<file path="config.mk">
export PLATFORM = sky130hd
export DESIGN_NAME = load_store_unit
export DESIGN_NICKNAME = d
export VERILOG_FILES = /design/src/rtl/lsu_pkg.sv /design/src/rtl/lsu_align.sv /design/src/rtl/load_store_unit.sv
export SDC_FILE = /design/constraint.sdc
export NUM_CORES = 1
export LEC_CHECK = 0
export CAP_MARGIN = 15
export CORE_ASPECT_RATIO = 2
export CORE_MARGIN = 5
export CORE_UTILIZATION = 48
export CTS_CLUSTER_SIZE = 12
export DETAILED_ROUTE_END_ITERATION = 10
export PLACE_DENSITY = 0.85
export SLEW_MARGIN = 25
export SYNTH_ARGS = -nofsm -noshare
export SYNTH_HDL_FRONTEND = slang
export SYNTH_HIERARCHICAL = 1
export SYNTH_SLANG_ARGS = --single-unit
export TNS_END_PERCENT = 5
</file>
<file path="constraint.sdc">
create_clock -name clk -period 4.4 [get_ports clk]
set_input_delay 0.66 -clock clk [delete_from_list [all_inputs] [get_ports clk]]
set_output_delay 0.66 -clock clk [all_outputs]
set_load 0.02 [all_outputs]
</file>
<file path="src/rtl/lsu_pkg.sv">
// Shared definitions for the load/store unit: funct3 codes, FSM states and
// the funct3 legality helper used when a request is accepted.
package lsu_pkg;

  localparam logic [2:0] F3_B  = 3'b000;
  localparam logic [2:0] F3_H  = 3'b001;
  localparam logic [2:0] F3_W  = 3'b010;
  localparam logic [2:0] F3_BU = 3'b100;
  localparam logic [2:0] F3_HU = 3'b101;

  typedef enum logic [2:0] {
    IDLE    = 3'd0,
    READ    = 3'd1,
    CAPTURE = 3'd2,
    WRITE   = 3'd3,
    RESP    = 3'd4
  } lsu_state_e;

  // Stores only come in B/H/W flavours; loads additionally have BU/HU.
  function automatic logic funct3_illegal(input logic is_store, input logic [2:0] f3);
    logic legal;
    legal = (f3 == F3_B) || (f3 == F3_H) || (f3 == F3_W);
    if (!is_store) begin
      legal = legal || (f3 == F3_BU) || (f3 == F3_HU);
    end
    return !legal;
  endfunction

endpackage

</file>
<file path="src/rtl/lsu_align.sv">
// Lane logic for sub-word accesses: load extraction/extension, store merge
// into a previously read word, and the natural-alignment check.
module lsu_align
  import lsu_pkg::*;
(
  input  logic [2:0]  funct3,
  input  logic [1:0]  addr_lo,
  input  logic [31:0] rdata,
  input  logic [31:0] store_data,
  output logic [31:0] load_val,
  output logic [31:0] merged,
  output logic        misaligned
);

  logic [7:0]  sel_byte;
  logic [15:0] sel_half;

  // Pick the addressed lane of the read word and extend it to 32 bits.
  always_comb begin
    sel_byte = rdata[{addr_lo, 3'b000} +: 8];
    sel_half = addr_lo[1] ? rdata[31:16] : rdata[15:0];
    case (funct3)
      F3_B:    load_val = {{24{sel_byte[7]}}, sel_byte};
      F3_BU:   load_val = {24'h0, sel_byte};
      F3_H:    load_val = {{16{sel_half[15]}}, sel_half};
      F3_HU:   load_val = {16'h0, sel_half};
      F3_W:    load_val = rdata;
      default: load_val = 32'h0;
    endcase
  end

  // Halves need an even address, words a multiple of four.
  always_comb begin
    case (funct3)
      F3_H, F3_HU: misaligned = addr_lo[0];
      F3_W:        misaligned = (addr_lo != 2'b00);
      default:     misaligned = 1'b0;
    endcase
  end

  // Each byte lane either takes new store data or keeps what memory held.
  genvar gi;
  generate
    for (gi = 0; gi < 4; gi++) begin : g_lane
      logic       lane_hit;
      logic [7:0] lane_src;

      // Decide whether this lane is overwritten and from which store byte.
      always_comb begin
        lane_hit = 1'b0;
        lane_src = store_data[8*gi +: 8];
        case (funct3[1:0])
          2'b00: begin
            lane_hit = (addr_lo == 2'(gi));
            lane_src = store_data[7:0];
          end
          2'b01: begin
            lane_hit = (addr_lo[1] == 1'(gi / 2));
            lane_src = store_data[8*(gi % 2) +: 8];
          end
          default: lane_hit = 1'b1;
        endcase
      end

      assign merged[8*gi +: 8] = lane_hit ? lane_src : rdata[8*gi +: 8];
    end
  endgenerate

endmodule

</file>
<file path="src/rtl/load_store_unit.sv">
// Load/store unit: turns RV32I byte/half/word requests into whole-word
// memory reads and writes, using read-modify-write for SB/SH.
module load_store_unit
  import lsu_pkg::*;
#(
  parameter int MEM_WORDS = 1024
) (
  input  logic        clk,
  input  logic        rst,
  input  logic        start,
  input  logic        is_store,
  input  logic [2:0]  funct3,
  input  logic [31:0] addr,
  input  logic [31:0] store_data,
  output logic        busy,
  output logic        done,
  output logic [31:0] load_data,
  output logic        err,
  output logic [31:0] mem_addr,
  output logic [31:0] mem_wdata,
  output logic        mem_wr_en,
  output logic        mem_rd_en,
  input  logic [31:0] mem_rdata
);

  localparam logic [32:0] ADDR_LIMIT = 33'(MEM_WORDS) << 2;

  lsu_state_e  state_q;
  logic [2:0]  funct3_q;
  logic        is_store_q;
  logic [1:0]  addr_lo_q;
  logic [31:0] store_data_q;
  logic        busy_q;
  logic        done_q;
  logic        err_q;
  logic [31:0] load_data_q;
  logic [31:0] mem_addr_q;
  logic [31:0] mem_wdata_q;

  logic [2:0]  al_funct3;
  logic [1:0]  al_addr_lo;
  logic [31:0] al_load;
  logic [31:0] al_merged;
  logic        al_misaligned;
  logic        req_bad;

  // In IDLE the aligner judges the incoming request; later it serves the latched one.
  always_comb begin
    if (state_q == IDLE) begin
      al_funct3  = funct3;
      al_addr_lo = addr[1:0];
    end else begin
      al_funct3  = funct3_q;
      al_addr_lo = addr_lo_q;
    end
  end

  lsu_align u_align (
    .funct3     (al_funct3),
    .addr_lo    (al_addr_lo),
    .rdata      (mem_rdata),
    .store_data (store_data_q),
    .load_val   (al_load),
    .merged     (al_merged),
    .misaligned (al_misaligned)
  );

  assign req_bad = funct3_illegal(is_store, funct3) | al_misaligned
                 | ({1'b0, addr} >= ADDR_LIMIT);

  // Request sequencer with all handshake and memory-side outputs registered.
  always_ff @(posedge clk) begin
    if (rst) begin
      state_q      <= IDLE;
      funct3_q     <= 3'b000;
      is_store_q   <= 1'b0;
      addr_lo_q    <= 2'b00;
      store_data_q <= 32'h0;
      busy_q       <= 1'b0;
      done_q       <= 1'b0;
      err_q        <= 1'b0;
      load_data_q  <= 32'h0;
      mem_addr_q   <= 32'h0;
      mem_wdata_q  <= 32'h0;
    end else begin
      case (state_q)
        IDLE: begin
          if (start) begin
            funct3_q     <= funct3;
            is_store_q   <= is_store;
            addr_lo_q    <= addr[1:0];
            store_data_q <= store_data;
            mem_addr_q   <= {2'b00, addr[31:2]};
            load_data_q  <= 32'h0;
            busy_q       <= 1'b1;
            if (req_bad) begin
              state_q <= RESP;
              done_q  <= 1'b1;
              err_q   <= 1'b1;
            end else if (is_store && (funct3 == F3_W)) begin
              mem_wdata_q <= store_data;
              state_q     <= WRITE;
            end else begin
              state_q <= READ;
            end
          end
        end
        READ: state_q <= CAPTURE;
        CAPTURE: begin
          if (is_store_q) begin
            mem_wdata_q <= al_merged;
            state_q     <= WRITE;
          end else begin
            load_data_q <= al_load;
            state_q     <= RESP;
            done_q      <= 1'b1;
          end
        end
        WRITE: begin
          state_q <= RESP;
          done_q  <= 1'b1;
        end
        RESP: begin
          state_q <= IDLE;
          busy_q  <= 1'b0;
          done_q  <= 1'b0;
          err_q   <= 1'b0;
        end
        default: state_q <= IDLE;
      endcase
    end
  end

  assign mem_rd_en = (state_q == READ);
  assign mem_wr_en = (state_q == WRITE);
  assign busy      = busy_q;
  assign done      = done_q;
  assign err       = err_q;
  assign load_data = load_data_q;
  assign mem_addr  = mem_addr_q;
  assign mem_wdata = mem_wdata_q;

endmodule

</file>
Yosys cells after proc, flatten, opt, wreduce, memory -nomap -nowiden
Cells that the tools add are included.

Register bits: 138. Bits of input ports: 103. Output and inout port bits: 101.

Order comparisons: 1. Equality and inequality tests: 22. Shifts and indexed selects: 1. Mux-type cells: 37. Bitwise operators: 3. Reductions and logical operators: 23.

Operators with widths (number): $mux 32 (6); $pmux 32 s5 (1); $pmux 32 s2 (2); $mux 8 (6); $ge 32x13->1 const B (1); $shiftx 32x6->8 (1); $mux 16 (1); $pmux 8 s2 (1); $eq 3x3->1 const B (5); $pmux 1 s2 (7); $eq 3x2->1 const B (4); $mux 3 (4); $pmux 3 s4 (1); $ne 2x2->1 const B (5); $eq 3x1->1 const B (3); $logic_not 3->1 (3); $reduce_and 3->1 (2); $reduce_bool 2->1 (3); $mux 1 (5); $reduce_and 5->1 (1); $eq 2x1->1 const B (2); $eq 2x2->1 const B (2); $logic_not 2->1 (2); $logic_or 1x1->1 (4); other kinds (11) (15).

Longest topological paths before layout
Gate-level depths: netlist (run 1).

Depth after elaboration: 12. Mapped depth: 15. Depth with buffers taken out: 9.

Hierarchy
The synthesis (run 1) kept the hierarchy.

Modules (own cells, without submodules): load_store_unit (instances 1, cells each 643, area an instance 5494.0 um^2, sequential area each 2762.6 um^2); lsu_align (instances 1, cells each 202, area an instance 1704.1 um^2, sequential area each 0.0 um^2).

Worst setup path after synthesis (run 1)
No wires, ideal clock.

Kind: reg-to-reg. Start: register state_q[2]. End: register err_q, in the netlist err. Data arrival time: 2968 ps. Data required time: 4285 ps. Slack: 1317 ps. Cell stages (with the launch flop): 16. Buffers on the path: 6. Cells stage by stage: dfxtp_1 buf_2 nor3_2 mux2_2 buf_6 nor2b_1 buf_2 buf_2 nand2_1 o21ai_1 nor3_1 and4_1 clkbuf_1 clkbuf_1 a31oi_1 o21a_1.

Cells in the longest elaborated chain, start to end: 9. Elaborated cells on any way between the ends: 17. Classes of those cells: eq/ne: 6; mux: 4; bitwise: 2; reduce/logical: 5.

RTL lines: from (decl) (RTL line load_store_unit.sv:28) `lsu_state_e state_q;`; from (signal assigned) (RTL line load_store_unit.sv:74) `state_q <= IDLE;`; from (signal assigned) (RTL line load_store_unit.sv:97) `state_q <= RESP;`; from (signal assigned) (RTL line load_store_unit.sv:102) `state_q <= WRITE;`; $logic_not 3->1 (*) (RTL line load_store_unit.sv:49) `if (state_q == IDLE) begin`; $mux 3 (*) (RTL line load_store_unit.sv:49); net al_funct3[0] (RTL line load_store_unit.sv:40) `logic [2:0] al_funct3;`; $eq 3x1->1 or $eq 3x3->1 (tied branches) (RTL line lsu_align.sv:34) `case (funct3)`; $reduce_or 2->1 (RTL line lsu_align.sv:34); $pmux 1 s2 (*) (RTL line lsu_align.sv:34); net al_misaligned (RTL line load_store_unit.sv:44) `logic al_misaligned;`; $or 1x1->1 (*) (RTL line load_store_unit.sv:68) `assign req_bad = funct3_illegal(is_store, funct3) | al_misaligned`; $or 1x1->1 (*) (RTL line load_store_unit.sv:69) `| ({1'b0, addr} >= ADDR_LIMIT);`; $ne 2x2->1 (no source line) (*); $reduce_and 3->1 (no source line) (*); to (signal assigned) (RTL line load_store_unit.sv:81) `err_q <= 1'b0;`; to (signal assigned) (RTL line load_store_unit.sv:99) `err_q <= 1'b1;`; to (signal assigned) (RTL line load_store_unit.sv:127) `err_q <= 1'b0;`; to (decl) (RTL line load_store_unit.sv:35) `logic err_q;`.

The timed path passes the listed nets; every way through them passes the cells marked *. A chain may end at the register's enable or synchronous reset.

Final worst setup path (run 1)
Start: register state_q[2]. End: register mem_wdata_q[1], in the netlist mem_wdata[1].

Elaborated cells on any way between the ends: 26. Classes of those cells: eq/ne: 9; mux: 7; bitwise: 3; reduce/logical: 7.

RTL lines: $logic_not 3->1 (*) (RTL line load_store_unit.sv:49); $mux 3 (*) (RTL line load_store_unit.sv:49); net al_funct3[0] (RTL line load_store_unit.sv:40); $eq 2x1->1 or $logic_not 2->1 (tied branches) (RTL line lsu_align.sv:52) `case (funct3[1:0])`; $pmux 1 s2 (*) (RTL line lsu_align.sv:52); $mux 8 (*) (RTL line lsu_align.sv:65) `assign merged[8*gi +: 8] = lane_hit ? lane_src : rdata[8*gi +: 8];`; net al_merged[1] (RTL line load_store_unit.sv:43) `logic [31:0] al_merged;`; $mux 32 (*) (RTL line load_store_unit.sv:110) `if (is_store_q) begin`; $pmux 32 s2 (*) (RTL line load_store_unit.sv:86) `case (state_q)`; to (signal assigned) (RTL line load_store_unit.sv:101) `mem_wdata_q <= store_data;`; to (signal assigned) (RTL line load_store_unit.sv:111) `mem_wdata_q <= al_merged;`; to (decl) (RTL line load_store_unit.sv:38) `logic [31:0] mem_wdata_q;`.

The timed path passes the listed nets; every way through them passes the cells marked *. The select of a mux whose other input is x is not followed.

==> out/metrics.csv, run 1 <==
metric,value,unit
Layout Skew,0.007598,ns
DRC Markers,0,
largest net degree at the start of global routing,81,
total gr overflow,0,
main combinational cell family by area after synthesis,compound AO/OA/AOI/OAI gates,
Crit path arrival time,3.68,ns
io pins,204,
depth of the CTS H-tree,4,
final setup violating endpoints,0,
Yosys warning total,6,
DR vias,7240,
number of flops mapped to enable cells by yosys,0,
multi-input logic area,4001,µm²
pwr/cell area,348.0,nW/µm²
HP Class,reg -> reg,
unrepaired setup endpoints after global routing,no,
Die Area,17690,µm²
"Primary FF master, synth",dfxtp_1,
total CTS buffers,17,
TritonCTS clock tree,built,
Synth Area in Compound Gates,22.08,%
Worst Setup Path Type,reg -> reg,
simple logic cell fraction of the synthesized area,16.30,%
Critical Path Sink Type,register,
final net count,1098,
maximum clock frequency,0.2933,GHz
origin of the critical flop-to-flop path,state_q[2],
Worst Setup SP,state_q[2],
Final Slew Violations,0,
Fin Setup TNS,0,ns
Yosys top cell area share,38.38,%
Crit path required time,4.67,ns
first-pass GRT wire length,37900,µm
sequential area share after synthesis,38.38,%
ys async rst share,0,%
fin cells,1207,
Post-Route WL,24780,µm
Vias/cell,5.998,
Synth Area per Inst,8.519,µm²
antenna violations before repair,4,
hold buffer count at cts,0,
Final ANT Viol Nets,0,
multiplexer area fraction after synthesis,16.97,%
WL per Instance,20.53,µm
"commonest non-fill, non-tap cells in the layout","clkdlybuf4s50_1 (200), nand2_1 (182), dfxtp_1 (137), a21oi_1 (106), a211oi_1 (74)",
Post-CTS Setup Repair Bufs,0,
minimum clock period,3.410,ns
Netlist cell types,55,
"Area growth, synth to finish",35.55,%
R2R Path End,mem_wdata[1],
clk_lat worst skew,0.43,ns
"Hold Vio Cnt, Final",0,
actual slew at the worst max-slew pin,0.9861,ns
CP startpoint kind,register,
status,completed,
global placement routability congestion,0.9817,
"CTS clk-pin slew, worst paths",0.06,ns
Adder-Cell Fraction of Synth Area,0,%
worst-case reg-to-reg path depth,7,
share of cells above drive strength 1,12.50,%
Cells after Synth,845,
"most common cell after layout, fill and taps aside",clkdlybuf4s50_1,
crit path max fanout,20,
PostCTS Resize Cnt,0,
Slew HR,33.88,%
number of core rows,63,
Die Span Y,183.2,µm
leakage power,0.003399,µW
r2r setup slk,0.99,ns
PortBufs,201,
Synth area leaders,"dfxtp_1 (38%), nand2_1 (9.5%), mux2_2 (8.0%)",
synthesized area,7198,µm²
Synth Register Bits,138,
Floorplan Core Area,14820,µm²
placed instance area,9153,µm²
TritonCTS sink count,138,
HPWL Detailed,17840,µm
Synth area leader,dfxtp_1,
Post-Synth XOR/XNOR Area,0,%
Max IR drop VDD,0.3218,mV
vias in the first global route,7073,
GRT Total Usage,27.90,%
clock tree buffer depth,2,
hold wc startpoint,mem_addr[12],
Root Driver,clkbuf_16,
FILL cells,1271,
drt first pass iters,5,
total of max-cap violations,0,
period utilization,77.50,%
1st-iter DRT viols,552,
die width,96.59,µm
Initial Util,48.57,%
Placed Instances,1171,
"Design Area, Final",9757,µm²
FF+latch area,2764,µm²
CP Capture Point,mem_wdata[1],
## worst min-delay path by stage
stage,to,slack [ns],cells past startpoint
2_1_floorplan,store_data_q[16],0.43,2
3_3_place_gp,store_data_q[22],0.44,2
3_5_place_dp,store_data_q[23],0.44,2
4_1_cts,mem_addr[12],0.45,2
5_1_grt,store_data_q[31],0.47,2
6_report,mem_addr[12],0.45,2
## state kept, by name, summed over array words and instances (netlist names)
signal        flops
mem_addr         30
addr_lo_q         2
store_data_q     32
state_q           3
busy              1
is_store_q        1
funct3_q          3
err               1
mem_wdata        32
load_data        32
done              1
## per-stage QoR
stage | setup slack, ns | hold slack, ns | power [µW] | utilization (%)
after floorplan | 1.317 | 0.4329 | 1736 | -
after global placement | 0.8788 | 0.4383 | 1960 | 61.76
after detailed placement | 0.7412 | 0.4449 | 1967 | 61.76
after CTS | 0.8461 | 0.4546 | 3396 | 65.76
after global routing | 0.7907 | 0.4714 | 3515 | 65.84
final | 0.9901 | 0.4543 | 3396 | 65.84
## final cells by class
cell class	instances	share of cell area (%)
Inverter	10	0.3847
Clock buffer	17	4.360
Timing Repair Buffer	214	21.60
Multi-Input combinational cell	614	41.01
Sequential cell	138	28.33
Tap cell	195	2.501
Clock inverter	15	1.718
Antenna cell	4	0.1026
## worst max-delay path, cell delays in order, from the launching register on
cell      delay (ns)
dfxtp_1         0.43
nor3_2          0.54
mux2_2          0.57
nand2b_1        0.57
a21o_1          0.46
mux2_1          0.37
mux2i_1         0.20
a211oi_1        0.12
## kinds of logic (layout without fill, tap and decap cells)
| group | after synthesis | count (layout) |
|---|---|---|
| muxes | 110 | 110 |
| AOI/OAI and AO/OA | 242 | 242 |
| other | 1 | 6 |
| DFF | 138 | 138 |
| and+or+nand+nor | 260 | 260 |
| buffers and inverters | 94 | 256 |
## synthesized netlist by cell type (all sizes together) (6+ instances only)
cell type  instances
and2               6
dfxtp            138
a211oi            81
nor2               7
a22oi             16
clkbuf            48
a21oi            108
o22ai              8
mux2              62
buf               36
mux2i             47
nand3             33
inv               10
nand2            183
o21ai             10
## report_power, final
part	leakage [µW]	switching, µW	internal (µW)	total [µW]
logic	0.00199	339	293	632
registers	0.00112	33.2	1290	1330
clock network	0.000287	629	809	1440
total	0.00340	1000	2390	3400
## per-layer routing
| metal | wire length (µm) | up-vias | GRT usage (%) |
|---|---|---|---|
| met3 | 1807 | 93 | 6.281 |
| li1 | - | 3345 | - |
| met4 | 1545 | 0 | 15.74 |
| met5 | 0 | - | 0 |
| met1 | 8572 | 3425 | 30.58 |
| met2 | 12850 | 377 | 48.17 |
Note: power is estimated with default switching activity, not from simulation.
==> inputs of run 2 (changes only) <==
CORE_UTILIZATION = 44   (was 48)
PLACE_DENSITY = 0.83   (was 0.85)
clock period = 2.9 ns   (was 4.4 ns; I/O delays follow)
==> run 2 against run 1 <==
Compared with the run above: setup slack worse by 0.75 ns; global-route usage fell by 2.6 points; first-iteration DRC count fell by 19%; cell count increased by 2.4%; clock-buffer cell count increased by 5; critical path depth down 4; register-to-register slack got worse by 0.72 ns; non-clock buffer count grew 25; clock power up 40%; clock skew increased by 0.0033 ns; combinational power increased by 63%; largest cell class unchanged.
==> out/metrics.csv, run 2 (synthesis gave the netlist of run 1 again) <==
metric,value,unit,change
status,completed,,
first-pass GRT wire length,37920,µm,about the same
slowest cell on the critical path,clkdlybuf4s50_1,,
depth of the CTS H-tree,4,,unchanged
DR vias,7242,,+0.028%
TritonCTS clock tree,built,,
Crit path arrival time,2.23,ns,-1.45 ns
Slew HR,48.81,%,+15 points
Layout Skew,0.01086,ns,+0.003267 ns
max layer used,met4,,
vias in the first global route,7186,,+1.6%
Critical Path Sink Type,output pin,,
clock share of power,39.8,%,-2.6 points
crit-path max cell delay,0.61,ns,+0.04 ns
TritonCTS sink count,138,,unchanged
Final Slew Violations,0,,unchanged
final setup violating endpoints,0,,unchanged
FILL cells,1424,,+12%
power share of the combinational group,20.4,%,+1.8 points
Sw Pwr,1372,µW,+37%
placed instance area,9449,µm²,+3.2%
WL met2,12710,µm,-1.1%
share of cells above drive strength 1,14.06,%,+1.6 points
FF+latch area,2764,µm²,unchanged
clk_lat worst skew,0.42,ns,about the same
Fin Setup TNS,0,ns,unchanged
HP Class,in -> reg,,
leakage power,0.003532,µW,+3.9%
Worst Setup Path Type,reg -> out,,
Net Sw Frac,27.23,%,-2.3 points
"commonest non-fill, non-tap cells in the layout","clkdlybuf4s50_1 (200), nand2_1 (182), dfxtp_1 (137), a21oi_1 (106), a211oi_1 (74)",,
hold buffer count at cts,0,,unchanged
wl on met1,8797,µm,+2.6%
Die Span Y,190.9,µm,+4.2%
"CTS clk-pin slew, worst paths",0.06,ns,about the same
largest net degree at the start of global routing,101,,+25%
Initial Util,44.47,%,-4.1 points
PortBufs,201,,unchanged
Floorplan Core Area,16190,µm²,+9.2%
Root Driver,clkbuf_16,,
WL per Instance,20.11,µm,-2.0%
Die Area,19170,µm²,+8.4%
PostCTS Resize Cnt,0,,unchanged
actual slew at the worst max-slew pin,0.7678,ns,-0.2183 ns
fin cells,1236,,+2.4%
drt first pass iters,5,,unchanged
DRC Markers,0,,unchanged
Top delay family on crit path,buffers and inverters,,
CP startpoint kind,register,,
Crit path required time,2.47,ns,-2.20 ns
"Area growth, synth to finish",38.76,%,
"Hold Vio Cnt, Final",0,,unchanged
number of core rows,66,,+4.8%
CP cell instances,buf_4 > and3b_1 > clkdlybuf4s50_1,,
unrepaired setup endpoints after global routing,no,,
HPWL Detailed,18330,µm,+2.8%
global placement routability congestion,0.9188,,-6.4%
Internal,3666,µW,+53%
Final ANT Viol Nets,0,,unchanged
clock tree buffer depth,2,,unchanged
total of max-cap violations,0,,unchanged
total CTS buffers,17,,unchanged
antenna violations before repair,1,,-3
crit path max fanout,43,,+110%
1st-iter DRT viols,447,,-19%
"most common cell after layout, fill and taps aside",clkdlybuf4s50_1,,
period utilization,91.79,%,
die width,100.4,µm,+4.0%
"Design Area, Final",9988,µm²,+2.4%
final net count,1123,,+2.3%
io pins,204,,unchanged
multi-input logic area,4010,µm²,+0.22%
met3 wire length,1536,µm,-15%
GRT Total Usage,25.31,%,-2.6 points
pwr/cell area,504.4,nW/µm²,+45%
maximum clock frequency,0.3757,GHz,
register share of total power,39.8,%,+0.8 points
Post-CTS Setup Repair Bufs,0,,unchanged
Hold Slack,0.4375,ns,-0.01681 ns
Pwr Total,5038,µW,+48%
total gr overflow,0,,unchanged
Placed Instances,1205,,+2.9%
Max IR drop VDD,0.4533,mV,+41%
minimum clock period,2.662,ns,
CP Buf/Inv Count,2,,+2
Vias/cell,5.859,,-2.3%
Post-Route WL,24860,µm,+0.33%
## run 2: cell types whose count changed in the layout (fill, tap and decap cells not counted), moves of 3 or more
cell      change
buf_4        +18
buf_12        +7
inv_6         -7
clkinv_2      +4
inv_8         -4
clkbuf_1      +3
diode_2       -3
## run 2: metrics by stage
stage	utilization (%)	worst slack [ns]
final	61.71	0.2382
after global routing	61.71	0.1405
after CTS	61.70	0.2160
after detailed placement	58.38	0.09180
after global placement	58.38	0.1607
after floorplan	-	0.01860
## run 2: worst paths after layout
| kind | startpoint | to | slack (ns) | depth (start not counted) |
|---|---|---|---|---|
| min | rst | mem_addr[14] | 0.44 | 2 |
| max reg2reg | state_q[1] | done | 0.27 | 10 |
| min reg2reg | store_data_q[22] | store_data_q[22] | 0.45 | 2 |
| max | state_q[1] | mem_wr_en | 0.24 | 3 |
## run 2: per-layer routing
layer,global-route usage (%),vias up
li1,-,3376
met1,26.81,3397
met2,43.38,357
met3,5.053,112
met4,18.68,0
met5,0,-
## run 2: layout make-up
cell class | instances | share of cell area (%)
Antenna cell | 1 | 0.02505
Clock buffer | 22 | 4.647
Clock inverter | 8 | 0.7265
Inverter | 10 | 0.3758
Multi-Input combinational cell | 614 | 40.15
Sequential cell | 138 | 27.67
Tap cell | 204 | 2.555
Timing Repair Buffer | 239 | 23.85
## run 2: power groups by stage
stage	Combinational (µW)	Sequential, µW	Clock [µW]
after floorplan	564	2070	0
after global placement	997	2040	0
after detailed placement	1000	2050	0
after CTS	1010	2010	2020
after global routing	1080	2010	2110
final	1030	2010	2010
==> inputs of run 3 (changes only) <==
CORE_UTILIZATION = 43   (was 44)
PLACE_DENSITY = 0.82   (was 0.83)
SYNTH_HIERARCHICAL = unset   (was 1)
==> run 3 against run 2 <==
Compared with the run above: maximum frequency is 1.1% lower; largest cell class unchanged; critical endpoint is now load_data[17]; non-clock buffer count is 5 lower; first-iteration DRC count is 34% higher; synthesized cell count is 2.0% lower; clock-buffer cell count is 4 lower; total power is 6.3% higher.
==> out/metrics.csv, run 3 <==
metric,value,unit,change
status,completed,,
worst-case reg-to-reg path depth,5,,-5
DR vias,7430,,+2.6%
Critical Path Sink Type,register,,
Yosys warning total,0,,-6
1st-iter DRT viols,597,,+34%
Layout Skew,0.007474,ns,-0.003391 ns
clock tree buffer depth,2,,unchanged
CP cell instances,nor3_4 > mux2i_1 > o21ai_0 > o22a_1 > a221oi_1,,
r2r setup slk,0.21,ns,-0.06 ns
clk_lat worst skew,0.42,ns,about the same
ys async rst share,0,%,unchanged
Yosys top cell area share,41.16,%,+2.8 points
synthesized area,6713,µm²,-6.7%
origin of the critical flop-to-flop path,state_q[1],,
# diodes,0,,-1
TritonCTS clock tree,built,,
slowest cell on the critical path,nor3_4,,
maximum clock frequency,0.3716,GHz,-1.1%
drt first pass iters,5,,unchanged
Top delay family on crit path,compound AO/OA/AOI/OAI gates,,
Max IR drop VDD,0.4164,mV,-8.1%
"CTS clk-pin slew, worst paths",0.06,ns,about the same
Synth area leaders,"dfxtp_1 (41%), nand2_1 (10%), a21oi_1 (6.6%)",,
Vias/cell,6.050,,+3.3%
register share of total power,37.7,%,-2.1 points
final net count,1121,,-0.18%
GRT Total Usage,27.12,%,+1.8 points
Floorplan Core Area,15290,µm²,-5.5%
"Hold Vio Cnt, Final",0,,unchanged
Worst Hold Path Cells,2,,unchanged
global placement routability congestion,0.9847,,+7.2%
clock share of power,46.7,%,+6.9 points
vias in the first global route,7325,,+1.9%
most common cell in the netlist,nand2_1,,
Netlist cell types,60,,+9.1%
pwr/cell area,554.2,nW/µm²,+9.9%
total gr overflow,0,,unchanged
total CTS buffers,17,,unchanged
CP startpoint kind,register,,
number of core rows,64,,-3.0%
die width,98.35,µm,-2.1%
leakage power,0.003530,µW,about the same
HPWL Detailed,18830,µm,+2.7%
Synth area leader,dfxtp_1,,
hold buffer count at cts,0,,unchanged
Synth Area per Inst,8.107,µm²,-4.8%
largest net degree at the start of global routing,47,,-53%
first-pass GRT wire length,39630,µm,+4.5%
Final Slew Violations,0,,unchanged
Cells after Synth,828,,-2.0%
io pins,204,,unchanged
period utilization,92.81,%,+1.0 points
R2R Path End,load_data[17],,
Final ANT Viol Nets,0,,unchanged
TritonCTS sink count,138,,unchanged
number of flops mapped to enable cells by yosys,0,,unchanged
crit-path max cell delay,0.60,ns,about the same
sequential area share after synthesis,41.16,%,+2.8 points
antenna violations before repair,0,,-1
total of max-cap violations,0,,unchanged
HP Class,in -> reg,,
Pwr Total,5354,µW,+6.3%
WHS Endpoint,store_data_q[26],,
"commonest non-fill, non-tap cells in the layout","clkdlybuf4s50_1 (200), nand2_1 (187), dfxtp_1 (138), a21oi_1 (88), nor2_1 (43)",,
Synth Register Bits,138,,unchanged
Hold Slack,0.4450,ns,+0.007521 ns
crit path max fanout,16,,-63%
Internal,3938,µW,+7.4%
Crit path required time,3.23,ns,+0.76 ns
hold wc startpoint,rst,,
WP depth,5,,+2
Sw Pwr,1416,µW,+3.2%
"Area growth, synth to finish",43.91,%,
"most common cell after layout, fill and taps aside",clkdlybuf4s50_1,,
Net Sw Frac,26.45,%,-0.78 points
PortBufs,201,,unchanged
final setup violating endpoints,0,,unchanged
Initial Util,43.89,%,-0.58 points
actual slew at the worst max-slew pin,0.7026,ns,-0.06520 ns
Synth top cells by count,"nand2_1 (187), dfxtp_1 (138), a21oi_1 (88)",,
WL per Instance,21.01,µm,+4.5%
DRC Markers,0,,unchanged
Die Area,18360,µm²,-4.2%
Crit path arrival time,3.02,ns,+0.79 ns
Slew HR,53.01,%,+4.2 points
FILL cells,1291,,-9.3%
unrepaired setup endpoints after global routing,no,,
"Primary FF master, synth",dfxtp_1,,
power share of the combinational group,15.6,%,-4.8 points
share of cells above drive strength 1,8.641,%,-5.4 points
minimum clock period,2.691,ns,+0.02958 ns
PostCTS Resize Cnt,0,,unchanged
Root Driver,clkbuf_16,,
Die Span Y,186.7,µm,-2.2%
Post-CTS Setup Repair Bufs,0,,unchanged
Fin Setup TNS,0,ns,unchanged
depth of the CTS H-tree,4,,unchanged
Worst Setup Path Type,reg -> reg,,
CP Buf/Inv Count,0,,-2
Post-Route WL,25800,µm,+3.8%
-- run 3: cell types whose count changed after synthesis, sizes merged, moves of 21 or more --
cell | before | now
a211oi | 81 | 10
a21boi | 1 | 24
a221oi | 0 | 27
mux2 | 62 | 3
mux2i | 47 | 23
nand3 | 33 | 12
nor2 | 7 | 44
-- run 3: through the flow --
step / area, µm² / setup slack, ns / std cells / utilization [%]
floorplan: 6716 / 0.6656 / 829 / -
global placement: 8984 / 0.05091 / 1197 / 58.74
detailed placement: 8984 / 0.03765 / 1197 / 58.74
CTS: 9654 / 0.2644 / 1228 / 63.12
global route: 9661 / 0.01697 / 1228 / 63.16
finish: 9661 / 0.2086 / 1228 / 63.16
-- run 3: final cells by class --
class	instances	area [µm²]	area share, %
Tap cell	198	247.7	2.564
Clock buffer	18	429.2	4.442
Inverter	6	22.52	0.2331
Multi-Input combinational cell	621	3675	38.04
Sequential cell	138	2763	28.60
Timing Repair Buffer	234	2282	23.62
Clock inverter	13	241.5	2.500
-- run 3: worst max-delay path by stage --
stage	slack, ns	startpoint	end
floorplan	0.67	funct3[0]	mem_wdata[24]
global placement	0.05	addr[14]	mem_wdata[31]
detailed placement	0.04	addr[14]	mem_wdata[22]
CTS	0.26	state_q[1]	load_data[30]
global route	0.02	state_q[1]	load_data[28]
finish	0.21	state_q[1]	load_data[17]
-- run 3: cells by family (layout without fill, tap and decap cells) --
group	after synthesis	count (layout)	share of synthesized area (%)
DFF	138	138	41.16
and+or+nand+nor	338	338	23.32
muxes	27	27	4.511
other	1	2	0.05586
AOI/OAI and AO/OA	254	254	26.54
buffers and inverters	70	271	4.417
-- run 3: routing by layer --
metal	vias to the layer above	share of wire [%]	GRT usage (%)
met2	411	51	46.74
met4	0	7.9	20.36
met3	116	7.9	6.764
met1	3482	33	27.59
li1	3421	-	-
met5	-	0	0
-- run 3: power groups by stage --
stage | clock [µW] | combinational (µW) | sequential (µW)
global route | 2600 | 890 | 2020
finish | 2500 | 837 | 2020
floorplan | 0 | 406 | 2080
detailed placement | 0 | 818 | 2060
CTS | 2510 | 825 | 2010
global placement | 0 | 810 | 2050
